**src/rtl/ex_div_unit_pkg.sv**
```systemverilog
// Shared definitions for the EX-stage iterative divider: operation and state
// encodings, default width and the architectural special-case constants.
package ex_div_unit_pkg;

  localparam int XLEN_DEFAULT = 32;

  // Architectural results for the two special cases.
  localparam logic [31:0] DIV_BY_ZERO_Q = 32'hFFFF_FFFF;
  localparam logic [31:0] SIGNED_MIN    = 32'h8000_0000;

  typedef enum logic [1:0] {
    DIV_OP_DIV  = 2'b00,
    DIV_OP_DIVU = 2'b01,
    DIV_OP_REM  = 2'b10,
    DIV_OP_REMU = 2'b11
  } div_op_e;

  typedef enum logic [1:0] {
    ST_IDLE = 2'b00,
    ST_CALC = 2'b01,
    ST_DONE = 2'b10
  } div_state_e;

  // DIV and REM interpret operands as two's complement.
  function automatic logic op_is_signed(input logic [1:0] op);
    return (op == DIV_OP_DIV) || (op == DIV_OP_REM);
  endfunction

  // REM and REMU return the remainder instead of the quotient.
  function automatic logic op_is_rem(input logic [1:0] op);
    return (op == DIV_OP_REM) || (op == DIV_OP_REMU);
  endfunction

endpackage

```
**src/rtl/div_restoring_step.sv**
```systemverilog
// One radix-2 restoring division iteration: shift the next dividend bit
// (MSB of the quotient register) into the partial remainder, subtract the
// divisor when it fits and record the outcome as the new quotient LSB.
module div_restoring_step #(
  parameter int XLEN = 32
) (
  input  logic [XLEN-1:0] rem_i,
  input  logic [XLEN-1:0] q_i,
  input  logic [XLEN-1:0] divisor_i,
  output logic [XLEN-1:0] rem_o,
  output logic [XLEN-1:0] q_o
);

  // The shifted remainder is kept one bit wider than XLEN: with an unsigned
  // divisor above 2^(XLEN-1) the partial remainder can have its MSB set, and
  // dropping it before the compare would give wrong quotients.
  logic [XLEN:0]   rem_shift;
  logic [XLEN-1:0] diff;

  // Trial subtraction and restore decision.
  always_comb begin
    rem_shift = {rem_i, q_i[XLEN-1]};
    diff      = rem_shift[XLEN-1:0] - divisor_i;
    if (rem_shift >= {1'b0, divisor_i}) begin
      rem_o = diff;
      q_o   = {q_i[XLEN-2:0], 1'b1};
    end else begin
      rem_o = rem_shift[XLEN-1:0];
      q_o   = {q_i[XLEN-2:0], 1'b0};
    end
  end

endmodule

```
**src/rtl/ex_div_unit.sv**
```systemverilog
// EX-stage iterative divider for DIV/DIVU/REM/REMU.
// Signed operands are converted to magnitudes at start, XLEN restoring
// iterations run in CALC, and the sign fix plus special-case override is
// applied while registering RESULT on the way into DONE.
// Optional macro DIV_FAST_PATH_EN: divide-by-zero, signed overflow and
// divisor==1 skip CALC and reach DONE on the cycle after START.
//
// Handshake: STALL is combinational and high from the cycle START is accepted
// in IDLE until the last CALC cycle; DONE is a registered one-cycle pulse with
// RESULT valid in that same cycle, when STALL is low so the instruction leaves EX.
// DBG_STATE_O exposes the FSM state for observation.
module ex_div_unit
  import ex_div_unit_pkg::*;
#(
  parameter int XLEN  = XLEN_DEFAULT,
  parameter int CNT_W = 6
) (
  input  logic            CLK,
  input  logic            RESET,
  input  logic            START,
  input  logic [1:0]      DIV_OP,
  input  logic [XLEN-1:0] OPERAND1,
  input  logic [XLEN-1:0] OPERAND2,
  input  logic            FLUSH,
  output logic            STALL,
  output logic            DONE,
  output logic [XLEN-1:0] RESULT,
  output logic [1:0]      DBG_STATE_O
);

  localparam logic [XLEN-1:0] Q_ALL_ONES = DIV_BY_ZERO_Q[XLEN-1:0];
  localparam logic [XLEN-1:0] SMIN       = SIGNED_MIN[31:32-XLEN];
  localparam logic [CNT_W-1:0] CNT_LOAD  = XLEN[CNT_W-1:0];
  localparam logic [CNT_W-1:0] CNT_LAST  = {{(CNT_W-1){1'b0}}, 1'b1};

  div_state_e      state_q;
  logic [CNT_W-1:0] cnt_q;
  logic [XLEN-1:0] rem_q;
  logic [XLEN-1:0] q_q;
  logic [XLEN-1:0] dvs_q;
  logic            is_rem_q;
  logic            q_neg_q;
  logic            r_neg_q;
  logic            div0_q;
  logic            ovf_q;
  logic            done_q;
  logic [XLEN-1:0] result_q;

  logic            op_signed;
  logic [XLEN-1:0] abs1;
  logic [XLEN-1:0] abs2;
  logic            div0_in;
  logic            ovf_in;
  logic            q_neg_in;
  logic            r_neg_in;
  logic [XLEN-1:0] step_rem;
  logic [XLEN-1:0] step_q;

  // Final mux: special cases override, otherwise restore the signs.
  // Divide-by-zero remainder needs no override: the iteration leaves the
  // dividend magnitude in the remainder and the sign fix restores it.
  function automatic logic [XLEN-1:0] fix_result(
    input logic            is_rem,
    input logic            q_neg,
    input logic            r_neg,
    input logic            div0,
    input logic            ovf,
    input logic [XLEN-1:0] q,
    input logic [XLEN-1:0] r
  );
    logic [XLEN-1:0] res;
    if (is_rem) begin
      if (ovf) res = '0;
      else     res = r_neg ? -r : r;
    end else begin
      if (div0)     res = Q_ALL_ONES;
      else if (ovf) res = SMIN;
      else          res = q_neg ? -q : q;
    end
    return res;
  endfunction

  // Operand conditioning for the start cycle; sign flags already include signedness.
  always_comb begin
    op_signed = op_is_signed(DIV_OP);
    abs1      = (op_signed & OPERAND1[XLEN-1]) ? -OPERAND1 : OPERAND1;
    abs2      = (op_signed & OPERAND2[XLEN-1]) ? -OPERAND2 : OPERAND2;
    div0_in   = (OPERAND2 == '0);
    ovf_in    = op_signed & (OPERAND1 == SMIN) & (OPERAND2 == '1);
    q_neg_in  = op_signed & (OPERAND1[XLEN-1] ^ OPERAND2[XLEN-1]);
    r_neg_in  = op_signed & OPERAND1[XLEN-1];
  end

`ifdef DIV_FAST_PATH_EN
  logic fast_in;
  // Cases whose result is known without iterating.
  always_comb begin
    fast_in = div0_in | ovf_in | (OPERAND2 == {{(XLEN-1){1'b0}}, 1'b1});
  end
`endif

  div_restoring_step #(.XLEN(XLEN)) u_step (
    .rem_i     (rem_q),
    .q_i       (q_q),
    .divisor_i (dvs_q),
    .rem_o     (step_rem),
    .q_o       (step_q)
  );

  // Divider FSM with registered DONE/RESULT.
  always_ff @(posedge CLK) begin
    if (RESET) begin
      state_q  <= ST_IDLE;
      cnt_q    <= '0;
      rem_q    <= '0;
      q_q      <= '0;
      dvs_q    <= '0;
      is_rem_q <= 1'b0;
      q_neg_q  <= 1'b0;
      r_neg_q  <= 1'b0;
      div0_q   <= 1'b0;
      ovf_q    <= 1'b0;
      done_q   <= 1'b0;
      result_q <= '0;
    end else begin
      done_q <= 1'b0;
      case (state_q)
        ST_IDLE: begin
          if (START && !FLUSH) begin
            rem_q    <= '0;
            q_q      <= abs1;
            dvs_q    <= abs2;
            is_rem_q <= op_is_rem(DIV_OP);
            q_neg_q  <= q_neg_in;
            r_neg_q  <= r_neg_in;
            div0_q   <= div0_in;
            ovf_q    <= ovf_in;
            cnt_q    <= CNT_LOAD;
            state_q  <= ST_CALC;
`ifdef DIV_FAST_PATH_EN
            if (fast_in) begin
              state_q  <= ST_DONE;
              done_q   <= 1'b1;
              result_q <= fix_result(op_is_rem(DIV_OP), q_neg_in, r_neg_in,
                                     div0_in, ovf_in, abs1,
                                     div0_in ? abs1 : '0);
            end
`endif
          end
        end
        ST_CALC: begin
          if (FLUSH) begin
            state_q <= ST_IDLE;
          end else begin
            rem_q <= step_rem;
            q_q   <= step_q;
            cnt_q <= cnt_q - CNT_LAST;
            if (cnt_q == CNT_LAST) begin
              state_q  <= ST_DONE;
              done_q   <= 1'b1;
              result_q <= fix_result(is_rem_q, q_neg_q, r_neg_q, div0_q,
                                     ovf_q, step_q, step_rem);
            end
          end
        end
        ST_DONE: begin
          // START still high here belongs to the finishing instruction.
          state_q <= ST_IDLE;
        end
        default: begin
          state_q <= ST_IDLE;
        end
      endcase
    end
  end

  assign STALL       = ((state_q == ST_IDLE) & START & ~FLUSH) | (state_q == ST_CALC);
  assign DONE        = done_q;
  assign RESULT      = result_q;
  assign DBG_STATE_O = state_q;

endmodule

```
**config.mk**
```make
export PLATFORM = sky130hd
export DESIGN_NAME = ex_div_unit
export DESIGN_NICKNAME = d
export VERILOG_FILES = /design/src/rtl/ex_div_unit_pkg.sv /design/src/rtl/div_restoring_step.sv /design/src/rtl/ex_div_unit.sv
export SDC_FILE = /design/constraint.sdc
export NUM_CORES = 1
export LEC_CHECK = 0
export BUFFER_PORTS_ARGS = -buffer_cell sky130_fd_sc_hd__buf_2
export CORE_UTILIZATION = 32
export CTS_CLUSTER_DIAMETER = 60
export DETAILED_ROUTE_END_ITERATION = 7
export PLACE_DENSITY = 0.45
export REMOVE_ABC_BUFFERS = 1
export SLEW_MARGIN = 5
export SYNTH_ARGS = -nofsm -noshare
export SYNTH_HDL_FRONTEND = slang
export SYNTH_SLANG_ARGS = --single-unit
```
**constraint.sdc**
```tcl
create_clock -name CLK -period 6.5 [get_ports CLK]
set_input_delay 1.3 -clock CLK [delete_from_list [all_inputs] [get_ports CLK]]
set_output_delay 1.3 -clock CLK [all_outputs]
set_load 0.02 [all_outputs]
```
Word level (Yosys, flattened, before mapping)
Index checks and enable logic that the tools add are counted.
{ "classes": {"n_addsub": 6, "magnitude_cmp": 1, "n_eq_ne": 9, "n_mux": 24, "bitwise": 11, "reduce_logical": 13} }
{ "op_table": {"columns": ["operator", "count"], "rows": [
  ["$mux W32", 13],
  ["$neg A32 Y32", 4],
  ["$pmux W32 S2", 2],
  ["$eq A32 B32 Y1 const B", 2],
  ["$ge A33 B32 Y1", 1],
  ["$logic_not A32 Y1", 1],
  ["$sub A32 B32 Y32", 1],
  ["$mux W6", 2],
  ["$pmux W6 S2", 1],
  ["$and A1 B1 Y1", 7],
  ["$eq A6 B1 Y1 const B", 1],
  ["$mux W2", 3],
  ["$reduce_and A3 Y1", 2],
  ["$sub A6 B1 Y6 const B", 1],
  ["$eq A2 B2 Y1 const B", 2],
  ["$logic_not A2 Y1", 2],
  ["$ne A2 B2 Y1 const B", 2],
  ["$pmux W2 S2", 1],
  ["$reduce_and A2 Y1", 2],
  ["$ne A3 B3 Y1 const B", 1],
  ["$reduce_or A3 Y1", 1],
  ["$eq A2 B1 Y1 const B", 1],
  ["$logic_or A1 B1 Y1", 2],
  ["$mux W1", 2],
  ["6 further kinds", 7]
]} }
{ "totals": {"ff_bits": 142, "output_inout_bits": 36, "wordCells": 76} }

Depth between registers and ports, before layout
Gate-level depths: netlist (run 1).
{ "logic_depth": {"ltp_word": 7, "mapped_depth": 22, "mapped_depth_nobuf": 19} }

Hierarchy
Synthesis (run 1) repeated with hierarchy kept, for this count alone.
{ "hier_totals": {"hier_cells": 1401, "hier_area_um2": 10966.8} }
{ "by_module_without_submodules": {"columns": ["mod", "instances", "cells_per_inst", "area_each_um2", "seq_area_each_um2"], "rows": [
  ["ex_div_unit", 1, 1035, 8245.4, 2842.7],
  ["div_restoring_step", 1, 366, 2721.4, 0.0]
]} }

Worst setup path after synthesis (run 1)
Ideal clock, no wire load.
{ "synth_path": {"path_type": "register -> register", "from": "reg dvs_q[26]", "to": "reg result_q[30] (netlist: RESULT[30])", "arrival_time_ns": 4.378, "required_time_ns": 6.374, "setup_slack_ns": 1.996, "stages_incl_launch_ff": 22, "n_path_buf": 3, "synth_period_minus_slack_ns": 4.504, "path_cell_list": "dfxtp_1 inv_1 ha_1 buf_6 a21o_1 a31o_1 a2111oi_4 and4_4 nand2_8 inv_4 clkbuf_1 buf_2 ha_1 nand4b_1 nand2b_1 or3_1 o21ai_1 xor2_1 o21ai_0 or3_1 mux2i_1 nor3_1"} }
{ "synth_between": {"elab_chain_len": 7, "elab_cells_between_ends": 12, "classes_between": "add/sub: 3; order compare: 1; mux: 8"} }
{ "synth_lines": {"columns": ["item", "line", "text"], "rows": [
  ["from (decl)", "ex_div_unit.sv:40", "logic [XLEN-1:0] dvs_q;"],
  ["from (signal assigned)", "ex_div_unit.sv:132", "dvs_q <= abs2;"],
  ["$ge A33 B32 Y1", "div_restoring_step.sv:24", "if (rem_shift >= {1'b0, divisor_i}) begin"],
  ["$mux W1", "div_restoring_step.sv:24", null],
  ["$neg A32 Y32", "ex_div_unit.sv:78", "else res = q_neg ? -q : q;"],
  ["$mux W32", "ex_div_unit.sv:78", null],
  ["$mux W32", "ex_div_unit.sv:77", "else if (ovf) res = SMIN;"],
  ["$mux W32", "ex_div_unit.sv:76", "if (div0) res = Q_ALL_ONES;"],
  ["$mux W32 (*)", "ex_div_unit.sv:72", "if (is_rem) begin"],
  ["to (signal assigned)", "ex_div_unit.sv:161", "result_q <= fix_result(is_rem_q, q_neg_q, r_neg_q, div0_q,"],
  ["to (decl)", "ex_div_unit.sv:47", "logic [XLEN-1:0] result_q;"]
]} }
Every way passes the cells marked *; elsewhere a longest branch is shown, timed or not.
A chain may end at the register's enable or synchronous reset.

Final worst setup path (run 1)
Same ends and word-level chain as after synthesis.

==> results.tsv, run 1 <==
metric	value	unit
run status	complete, no violations	
RSZ-0062 raised after global routing	no	
Clock Root Buffer	sky130_fd_sc_hd__clkbuf_16	
async set-or-reset flop fraction in the synthesized netlist	0	%
vias in the first global route	10556	
Max Cap Violations	0	
cells after synthesis	1557	
largest voltage drop on the vdd net	0.0001811	V
post-layout min period	4.760	ns
final standard cell count with taps included and fillers excluded	2071	
Yosys warnings	0	
antenna violation net count after detailed routing	0	
Area Overhead vs Synth	13.26	%
cell with the biggest individual delay on the critical path	sky130_fd_sc_hd__or3_1	
type of the worst setup path	reg -> reg	
global-route wire length before repair	59860	um
Placement Rows	68	
top achievable clock speed	210.1	MHz
met3 usage in global routing	3.466	%
routed length per placed instance	18.48	um
post-route core utilization	36.79	%
number of clock sinks seen by CTS	142	
Hold Worst Slack	0.4858	ns
critical-path maximum fanout	44	
register area share after synthesis	25.40	%
number of buffers created by CTS	17	
met1 Resource Use GR	29.00	%
post-detailed-route via-to-cell ratio	5.482	
final weighted congestion in routability-driven placement	0.8739	
maximum number of pins on one net before global-route repair	70	
number of synthesized register bits	142	
Critical Path End Type	flop	
power density over cell area	214.8	nW/um^2
sum of overflow across all layers after global routing	0	
layer with the highest usage	met2	
type of the tightest min-delay check	reg -> reg	
TritonCTS clock tree	yes	
via count	11353	
Cell Count Post-Placement	2039	
DIE WIDTH	189.0	um
data required time at the worst endpoint	6.82	ns
maximum root-to-sink buffer count	2	
cell area after placement	12050	um^2
number of antenna violations at the first check in global routing	0	
number of setup buffers added after CTS	0	
post-detail-place hpwl	28840	um
mean instance size in the synthesized netlist	7.188	um^2
final net count	1713	
worst skew pair latency	0.44	ns
number of DRC markers after the initial detailed-route iteration	865	
first-pass iteration count of the detailed router	5	
number of design rule violations left after detail routing	0	
Slew Limit Headroom	28.73	%
cell chain of the critical path	inv_1 -> ha_1 -> a21o_1 -> a31o_1 -> a2111oi_4 -> and4_4 -> nand2_8 -> inv_4 -> ha_1 -> nand4b_1 -> nand2b_1 -> or3_1 -> o21ai_1 -> xor2_1 -> o21ai_0 -> or3_1 -> mux2i_1 -> nor3_1	
post-route clock period utilization	73.23	%
slew at the pin closest to its max-slew limit	1.068	ns
ys flop type	sky130_fd_sc_hd__dfxtp_1	
GR Util All Layers	21.37	%
die area	35730	um^2
count of final max-slew check failures	0	
diode count	0	
fraction of layout instances using a drive strength above 1	11.45	%
top library cells by usage in the layout, fill and taps aside	sky130_fd_sc_hd__nor2_1, sky130_fd_sc_hd__dfxtp_1, sky130_fd_sc_hd__a21oi_1	
Clock Pin Slew Worst Setup and Hold Paths	0.06	ns
post-cts repair resize count	0	
floorplan die height	189.0	um
number of ports placed on the die boundary	106	
GRT met2 Usage	34.97	%
leading cell type in the layout, fill and taps excluded	sky130_fd_sc_hd__nor2_1	
worst setup skew after layout	0.01047	ns
area of the core	34460	um^2
final cell area excluding filler cells	12680	um^2
Placement Setup Slack	1.766	ns
Post-Synthesis Cell Area	11190	um^2
count of flip-flops with a built-in enable after synthesis	0	
Lkg Pwr	5.047	nW
effective utilization at floorplan	32.48	%
Critical Path Source Type	flop	
CTS H-tree lvls	4	
setup-violating endpoint count in the final report	0	
hold violation count in the final report	0	
number of distinct library cell variants in the gate-level netlist after synthesis	91	
number of buffers inserted by hold repair at cts	0	
Detailed Route WL	38270	um
number of filler instances in the final layout	3708	
largest incremental delay on the critical path	0.43	ns
data arrival time at the worst-slack endpoint	5.08	ns
count of buffers from port buffering	105	
setup slack after layout	1.740	ns
## path summary, 6_finish.rpt
| path | startpoint | end | slack [ns] | cells after the start |
|---|---|---|---|---|
| min reg2reg | dvs_q[0] | dvs_q[0] | 0.49 | 2 |
| min | dvs_q[0] | dvs_q[0] | 0.49 | 2 |
| max | dvs_q[26] | RESULT[30] | 1.74 | 18 |
| max reg2reg | dvs_q[26] | RESULT[30] | 1.74 | 18 |
## stage by stage
step | power (mW) | TNS [ns]
final | 2.722 | 0
after CTS | 2.751 | 0
after global routing | 2.866 | 0
after global placement | 1.663 | 0
after floorplan | 1.436 | -421.15
after detailed placement | 1.664 | 0
## layout make-up
type,instances,area (um^2),share of cell area (%)
tap,455,569.3,4.491
multi-input combinational,1257,7741,61.07
clock inverter,13,185.2,1.461
clock buffer,19,442.9,3.494
timing repair buffer,122,655.6,5.172
inverter,63,239.0,1.885
sequential,142,2843,22.43
## kinds of logic after synthesis
family,after synthesis,synth area share (%)
AOI/OAI and AO/OA,482,28.49
xor gates and xnor gates,120,9.391
adders and majority gates,40,4.539
buffers and inverters,158,5.623
DFF,142,25.40
muxes,13,1.230
and+or+nand+nor,602,25.33
## state kept, by name, summed over array words and instances, names as in the netlist
signal,count
rem_q,32
DBG_STATE_O,2
r_neg_q,1
dvs_q,32
div0_q,1
is_rem_q,1
DONE,1
RESULT,32
cnt_q,6
ovf_q,1
q_neg_q,1
q_q,32
## routing by layer
layer | vias up | share of wire, %
met4 | 0 | 1.8
met3 | 33 | 4.6
met1 | 5327 | 47
met2 | 234 | 46
met5 | - | 0
li1 | 5759 | -
## critical path: cells and delay by family (launching register included)
kind	cells	cell delay (ns)
xor+xnor	1	0.20
mux	1	0.13
compound gates	5	1.25
flops	1	0.34
buf+inv	2	0.16
simple gates	7	1.98
fa+ha+maj	2	0.57
## cells in the mapped netlist, types with 9 or more instances
| cell | instances | area [um^2] |
|---|---|---|
| sky130_fd_sc_hd__a311oi_1 | 11 | 96.34 |
| sky130_fd_sc_hd__o41ai_1 | 12 | 105.1 |
| sky130_fd_sc_hd__a31oi_1 | 17 | 106.4 |
| sky130_fd_sc_hd__and3_1 | 14 | 87.58 |
| sky130_fd_sc_hd__a211oi_1 | 62 | 465.5 |
| sky130_fd_sc_hd__nor2_1 | 261 | 979.7 |
| sky130_fd_sc_hd__and2_1 | 12 | 75.07 |
| sky130_fd_sc_hd__nand3_1 | 21 | 105.1 |
| sky130_fd_sc_hd__o31ai_1 | 18 | 135.1 |
| sky130_fd_sc_hd__xor2_1 | 58 | 508.0 |
| sky130_fd_sc_hd__nor3_1 | 41 | 205.2 |
| sky130_fd_sc_hd__a221oi_1 | 9 | 78.83 |
| sky130_fd_sc_hd__or3_1 | 19 | 118.9 |
| sky130_fd_sc_hd__o221ai_1 | 9 | 78.83 |
| sky130_fd_sc_hd__clkbuf_1 | 79 | 296.5 |
| sky130_fd_sc_hd__nand2b_1 | 13 | 81.33 |
| sky130_fd_sc_hd__a22oi_1 | 24 | 180.2 |
| sky130_fd_sc_hd__a21oi_1 | 138 | 690.7 |
| sky130_fd_sc_hd__dfxtp_1 | 142 | 2843 |
| sky130_fd_sc_hd__or4_1 | 15 | 112.6 |
| sky130_fd_sc_hd__buf_2 | 11 | 55.05 |
| sky130_fd_sc_hd__ha_1 | 39 | 488.0 |
| sky130_fd_sc_hd__nand2_1 | 126 | 473.0 |
| sky130_fd_sc_hd__o21ai_0 | 87 | 435.4 |
| sky130_fd_sc_hd__inv_1 | 61 | 229.0 |
| sky130_fd_sc_hd__nor4_1 | 17 | 106.4 |
| sky130_fd_sc_hd__a21o_1 | 14 | 105.1 |
| sky130_fd_sc_hd__mux2i_1 | 10 | 100.1 |
| sky130_fd_sc_hd__nand4_1 | 23 | 143.9 |
| sky130_fd_sc_hd__xnor2_1 | 62 | 543.0 |
## power breakdown
group / total, mW / switching (mW) / leakage [nW] / internal, mW
Sequential: 0.943 / 0.0374 / 1.15 / 0.905
Combinational: 0.704 / 0.456 / 3.59 / 0.248
Clock: 1.08 / 0.421 / 0.304 / 0.655
Total: 2.72 / 0.914 / 5.05 / 1.81
Power figures use the tool's default switching activity.
==> run 2: changes to the inputs <==
Settings changed: PLACE_DENSITY 0.45 to 0.47.
Clock period 6.5 ns to 3.8 ns, I/O delays scaled along.
==> run 2 against run 1 <==
The flow now finishes with violations (design-rule violations, negative setup slack). Combinational power up 110%. Count of clock-buffer cells in the layout up 1. Critical path depth down 1. Via count up 5.8%. Clock skew down 0.00059 ns. Register-to-register slack worse by 1.7 ns. Non-clock buffer count up 163. Critical endpoint is now RESULT[29].
==> results.tsv, run 2 (synthesized netlist as in run 1, its figures left out) <==
metric	value	unit	change
number of DRC markers after the initial detailed-route iteration	896		+3.6%
number of clock sinks seen by CTS	142		unchanged
GR Util All Layers	22.35	%	+0.98 points
run status	finished, violations left		
wl on met1	18770	um	+3.6%
worst hold stages	2		unchanged
post-detail-place hpwl	31010	um	+7.5%
Met2 Wirelength	18350	um	+3.7%
floorplan die height	189.0	um	unchanged
count of final max-slew check failures	0		unchanged
cell area after placement	13250	um^2	+10%
Area Overhead vs Synth	27.11	%	
cell internal power dissipation	3.248	mW	+80%
post-layout min period	3.805	ns	-0.9551 ns
power density over cell area	344.8	nW/um^2	+61%
via count	12015		+5.8%
Max Cap Violations	0		unchanged
Highest Signal Layer	met4		
fraction of layout instances using a drive strength above 1	22.26	%	+11 points
critical-path maximum fanout	8		-82%
area of the core	34460	um^2	unchanged
largest voltage drop on the vdd net	0.0003195	V	+76%
effective utilization at floorplan	32.48	%	unchanged
Critical Path Source Type	flop		
combinational share of power	30.2	%	+4.3 points
global-route wire length before repair	62500	um	+4.4%
Clock Root Buffer	sky130_fd_sc_hd__clkbuf_16		
Detailed Route WL	39930	um	+4.3%
worst skew pair latency	0.44	ns	about the same
total length of routed met3 wires	1640	um	-6.2%
sum of overflow across all layers after global routing	0		unchanged
clock network power share	36.9	%	-2.6 points
TritonCTS clock tree	yes		
type of the worst setup path	reg -> reg		
Slew Limit Headroom	25.32	%	-3.4 points
sequential cell fraction of total power	32.9	%	-1.7 points
number of cell instances on the worst register-to-register path	17		-1
top library cells by usage in the layout, fill and taps aside	sky130_fd_sc_hd__nor2_1, sky130_fd_sc_hd__buf_4, sky130_fd_sc_hd__dfxtp_1		
post-detailed-route via-to-cell ratio	5.378		-1.9%
slew at the pin closest to its max-slew limit	1.119	ns	+0.05116 ns
hold violation count in the final report	0		unchanged
vias in the first global route	11369		+7.7%
final cell area excluding filler cells	14230	um^2	+12%
final net count	1876		+9.5%
count of buffers from port buffering	105		unchanged
Min-Delay Endpoint	dvs_q[0]		
leading cell type in the layout, fill and taps excluded	sky130_fd_sc_hd__nor2_1		
switching share of total power	33.78	%	+0.19 points
RSZ-0062 raised after global routing	yes		
number of buffers inserted by hold repair at cts	0		unchanged
routed length per placed instance	17.87	um	-3.3%
number of antenna violations at the first check in global routing	1		+1
Placement Rows	68		unchanged
type of the tightest min-delay check	reg -> reg		
final weighted congestion in routability-driven placement	0.9010		+3.1%
diode count	0		unchanged
launch instance of the worst register-to-register path	dvs_q[28]		
setup slack after layout	-0.005137	ns	-1.745 ns
number of design rule violations left after detail routing	1		+1
Clock Pin Slew Worst Setup and Hold Paths	0.07	ns	about the same
r2r setup slk	-0.005	ns	-1.74 ns
first-pass iteration count of the detailed router	8		+3
number of buffers created by CTS	17		unchanged
maximum number of pins on one net before global-route repair	71		+1.4%
DIE WIDTH	189.0	um	unchanged
die area	35730	um^2	unchanged
top achievable clock speed	262.8	MHz	+25%
post-route clock period utilization	100.1	%	+27 points
data arrival time at the worst-slack endpoint	4.12	ns	-0.96 ns
antenna violation net count after detailed routing	0		unchanged
setup-violating endpoint count in the final report	1		+1
CTS H-tree lvls	4		unchanged
startpoint of the lowest-slack hold path	dvs_q[0]		
net load switching power	1.657	mW	+81%
Lkg Pwr	5.918	nW	+17%
worst setup skew after layout	0.009879	ns	-0.0005938 ns
capture point of the worst reg-to-reg path	RESULT[29]		
Placement Setup Slack	-0.2345	ns	-2.001 ns
number of filler instances in the final layout	3705		-0.081%
number of ports placed on the die boundary	106		unchanged
maximum root-to-sink buffer count	2		unchanged
data required time at the worst endpoint	4.12	ns	-2.70 ns
Final Total Pwr	4.906	mW	+80%
Critical Path End Type	flop		
violated checks	design-rule violations, negative setup slack		
==> run 2: worst max path at each step <==
stage | from | end | slack, ns | depth (start not counted)
floorplan | FLUSH | cnt_q[5] | -8.60 | 6
global placement | dvs_q[26] | RESULT[30] | -0.16 | 18
detailed placement | dvs_q[26] | RESULT[30] | -0.23 | 18
CTS | dvs_q[26] | RESULT[30] | -0.01 | 18
global route | rem_q[27] | RESULT[30] | -0.16 | 17
finish | dvs_q[28] | RESULT[29] | -0.005 | 17
==> run 2: per-layer routing <==
layer,GRT usage [%],up-vias
met3,3.448,44
met4,8.220,0
met2,36.54,243
li1,-,6071
met1,29.55,5657
met5,0,-
==> run 2: power groups by stage <==
stage	Sequential (mW)	Clock, mW	Combinational, mW
3_3_place_gp	1.65	0	1.38
5_1_grt	1.63	1.91	1.63
3_5_place_dp	1.65	0	1.38
4_1_cts	1.61	1.84	1.41
6_report	1.62	1.81	1.48
2_1_floorplan	1.63	0	0.824
==> run 2: critical path, cell delays in order, from the launching register on <==
cell and delay [ns]:
sky130_fd_sc_hd__dfxtp_2 0.33, sky130_fd_sc_hd__inv_1 0.06, sky130_fd_sc_hd__ha_4 0.27, sky130_fd_sc_hd__buf_6 0.12, sky130_fd_sc_hd__and4_4 0.24, sky130_fd_sc_hd__and3_4 0.21, sky130_fd_sc_hd__o2111a_1 0.24, sky130_fd_sc_hd__o31ai_2 0.08
sky130_fd_sc_hd__buf_4 0.16, sky130_fd_sc_hd__nand2_8 0.08, sky130_fd_sc_hd__clkinv_4 0.05, sky130_fd_sc_hd__buf_4 0.17, sky130_fd_sc_hd__o41a_1 0.49, sky130_fd_sc_hd__or2_4 0.28, sky130_fd_sc_hd__nor3_4 0.30, sky130_fd_sc_hd__nand3_2 0.15
sky130_fd_sc_hd__nand3_1 0.10, sky130_fd_sc_hd__or3b_1 0.35
==> run 2: timing repair <==
action | 4_1_cts | 5_1_grt
setup buffers | 0 | 6
endpoints found under the setup margin | 11 | 25
pin swaps | 11 | 28
resized for setup | 18 | 53
==> run 2: per-stage QoR <==
| stage | instances | hold slack, ns | setup TNS, ns | util, % |
|---|---|---|---|---|
| 2_1_floorplan | 1462 | 0.4340 | -654.26 | - |
| 3_3_place_gp | 2196 | 0.4738 | -0.2524 | 38.46 |
| 3_5_place_dp | 2196 | 0.4838 | -0.5768 | 38.46 |
| 4_1_cts | 2228 | 0.4980 | -0.01430 | 40.45 |
| 5_1_grt | 2234 | 0.5253 | -0.9581 | 41.29 |
| 6_report | 2234 | 0.4895 | -0.005137 | 41.29 |
==> run 2: area by class of cell <==
class / instances / area, um^2 / share of cell area (%)
well taps: 455 / 569.3 / 4.002
repair buffers: 285 / 1916 / 13.47
flip-flops and latches: 142 / 2850 / 20.04
clock buffers: 20 / 456.7 / 3.210
multi-input cells: 1257 / 8035 / 56.48
clock inverters: 12 / 157.7 / 1.108
inverters: 63 / 241.5 / 1.697
==> run 3: changes to the inputs <==
Clock period 3.8 ns to 3.11 ns, I/O delays scaled along.
==> run 3 against run 2 <==
The flow still finishes with violations (design-rule violations, negative setup slack). Global-route usage up 0.93 points. Critical path depth up 2. Final area up 15%. Count of clock-buffer cells in the layout down 2. Worst hold slack worse by 0.017 ns. Critical path type unchanged. Largest cell class unchanged. Largest power group is now combinational logic.
==> results.tsv, run 3 (synthesized netlist as in run 1, its figures left out) <==
metric	value	unit	change
run status	finished, violations left		
violated checks	design-rule violations, negative setup slack		
worst setup skew after layout	0.009832	ns	-0.00004777 ns
DIE WIDTH	189.0	um	unchanged
diode count	0		unchanged
data required time at the worst endpoint	3.42	ns	-0.70 ns
post-detail-place hpwl	31870	um	+2.8%
largest voltage drop on the vdd net	0.0003946	V	+24%
Critical Path End Type	flop		
floorplan die height	189.0	um	unchanged
GR Util All Layers	23.27	%	+0.93 points
fraction of layout instances using a drive strength above 1	34.89	%	+13 points
maximum root-to-sink buffer count	2		unchanged
count of final max-slew check failures	0		unchanged
maximum number of pins on one net before global-route repair	117		+65%
vias in the first global route	12173		+7.1%
crit path buf inv count	7		+2
largest incremental delay on the critical path	0.37	ns	-0.12 ns
Area Overhead vs Synth	45.95	%	
Clock Pin Slew Worst Setup and Hold Paths	0.06	ns	about the same
Clock Root Buffer	sky130_fd_sc_hd__clkbuf_16		
number of antenna violations at the first check in global routing	2		+1
power density over cell area	390.7	nW/um^2	+13%
hold violation count in the final report	0		unchanged
routed length per placed instance	17.52	um	-2.0%
number of ports placed on the die boundary	106		unchanged
type of the worst setup path	reg -> reg		
critical-path maximum fanout	6		-2
cell with the biggest individual delay on the critical path	sky130_fd_sc_hd__o41a_1		
setup slack after layout	-0.5877	ns	-0.5826 ns
Final Total Pwr	6.382	mW	+30%
Max Cap Violations	0		unchanged
number of buffers created by CTS	17		unchanged
Lkg Pwr	6.899	nW	+17%
effective utilization at floorplan	32.48	%	unchanged
final weighted congestion in routability-driven placement	0.9021		+0.12%
cell family with the largest share of critical-path delay	simple AND/OR/NAND/NOR gates		
setup-violating endpoint count in the final report	29		+28
Detailed Route WL	42170	um	+5.6%
layer with the highest usage	met2		
post-layout min period	3.698	ns	-0.1074 ns
sum of overflow across all layers after global routing	0		unchanged
CTS H-tree lvls	4		unchanged
data arrival time at the worst-slack endpoint	4.01	ns	-0.11 ns
top achievable clock speed	270.4	MHz	+2.9%
die area	35730	um^2	unchanged
area of the core	34460	um^2	unchanged
top library cells by usage in the layout, fill and taps aside	sky130_fd_sc_hd__buf_4, sky130_fd_sc_hd__nor2_1, sky130_fd_sc_hd__dfxtp_1		
final net count	2050		+9.3%
number of clock sinks seen by CTS	142		unchanged
cell chain of the critical path	inv_2 -> ha_4 -> buf_6 -> and4_4 -> and3_4 -> o2111a_1 -> o31ai_2 -> buf_4 -> nand2_8 -> clkinv_4 -> buf_4 -> buf_6 -> buf_12 -> o41a_1 -> or2_4 -> nor3_4 -> nand3_2 -> nand3_1 -> or3b_1		
Slew Limit Headroom	20.32	%	-5.0 points
via count	12864		+7.1%
post-detailed-route via-to-cell ratio	5.344		-0.63%
met3 usage in global routing	3.225	%	-0.22 points
Placement Setup Slack	-0.8561	ns	-0.6215 ns
number of DRC markers after the initial detailed-route iteration	729		-19%
global-route wire length before repair	65340	um	+4.5%
RSZ-0062 raised after global routing	yes		
antenna violation net count after detailed routing	0		unchanged
met1 Resource Use GR	29.91	%	+0.36 points
GRT met2 Usage	39.88	%	+3.3 points
TritonCTS clock tree	yes		
Critical Path Source Type	flop		
count of buffers from port buffering	105		unchanged
leading cell type in the layout, fill and taps excluded	sky130_fd_sc_hd__buf_4		
Placement Rows	68		unchanged
type of the tightest min-delay check	in -> reg		
post-route clock period utilization	118.9	%	+19 points
first-pass iteration count of the detailed router	7		-1
worst skew pair latency	0.43	ns	about the same
number of design rule violations left after detail routing	1		unchanged
slew at the pin closest to its max-slew limit	1.194	ns	+0.07494 ns
## run 3: stage by stage
| stage | std cells | TNS [ns] | instance area [um^2] | hold slack [ns] | util [%] |
|---|---|---|---|---|---|
| 2_1_floorplan | 1462 | -734.52 | 10800 | 0.4340 | - |
| 3_3_place_gp | 2343 | -19.55 | 14360 | 0.4669 | 41.66 |
| 3_5_place_dp | 2343 | -20.59 | 14360 | 0.4656 | 41.66 |
| 4_1_cts | 2385 | -10.71 | 15490 | 0.4529 | 44.97 |
| 5_1_grt | 2407 | -16.62 | 16330 | 0.4854 | 47.40 |
| 6_report | 2407 | -11.75 | 16330 | 0.4726 | 47.40 |
## run 3: worst paths after layout
check,startpoint,endpoint,slack (ns),cells after the start
worst max-delay path,dvs_q[28],RESULT[29],-0.59,19
worst min-delay path,OPERAND2[0],dvs_q[0],0.47,3
worst max register to register,dvs_q[28],RESULT[29],-0.59,19
worst min register to register,dvs_q[0],dvs_q[0],0.48,2
## run 3: cell type report
class / instances / area, um^2
well taps: 455 / 569.3
fillers: 3524 / 18120
inverters: 63 / 241.5
flip-flops and latches: 142 / 2867
multi-input cells: 1257 / 8703
clock buffers: 18 / 429.2
clock inverters: 13 / 166.4
repair buffers: 459 / 3358
## run 3: layer usage
metal	vias to the layer above	wire, um	part of all wire (%)
met5	-	13	0.031
met4	2	1037	2.5
met3	44	1605	3.8
met2	238	20340	48
met1	6138	19170	45
li1	6442	-	-
## run 3: worst reg2reg max path, stage by stage (launching register included)
cell	delay, ns
sky130_fd_sc_hd__dfxtp_2	0.33
sky130_fd_sc_hd__inv_2	0.04
sky130_fd_sc_hd__ha_4	0.25
sky130_fd_sc_hd__buf_6	0.10
sky130_fd_sc_hd__and4_4	0.24
sky130_fd_sc_hd__and3_4	0.22
sky130_fd_sc_hd__o2111a_1	0.22
sky130_fd_sc_hd__o31ai_2	0.07
sky130_fd_sc_hd__buf_4	0.15
sky130_fd_sc_hd__nand2_8	0.08
sky130_fd_sc_hd__clkinv_4	0.05
sky130_fd_sc_hd__buf_4	0.12
sky130_fd_sc_hd__buf_6	0.11
sky130_fd_sc_hd__buf_12	0.13
sky130_fd_sc_hd__o41a_1	0.38
sky130_fd_sc_hd__or2_4	0.30
sky130_fd_sc_hd__nor3_4	0.21
sky130_fd_sc_hd__nand3_2	0.13
sky130_fd_sc_hd__nand3_1	0.09
sky130_fd_sc_hd__or3b_1	0.34
## run 3: timing repair
item / CTS / global route
setup endpoints to repair: 45 / 47
gates resized for setup: 110 / 160
setup buffers: 11 / 22
pin swaps: 32 / 67
gates cloned: 0 / 0
hold buffers: 0 / 0
## run 3: report_power, final
group / switching [mW] / total, mW / internal [mW]
Clock: 0.893 / 2.16 / 1.26
Sequential: 0.0723 / 1.96 / 1.89
Combinational: 1.20 / 2.26 / 1.06
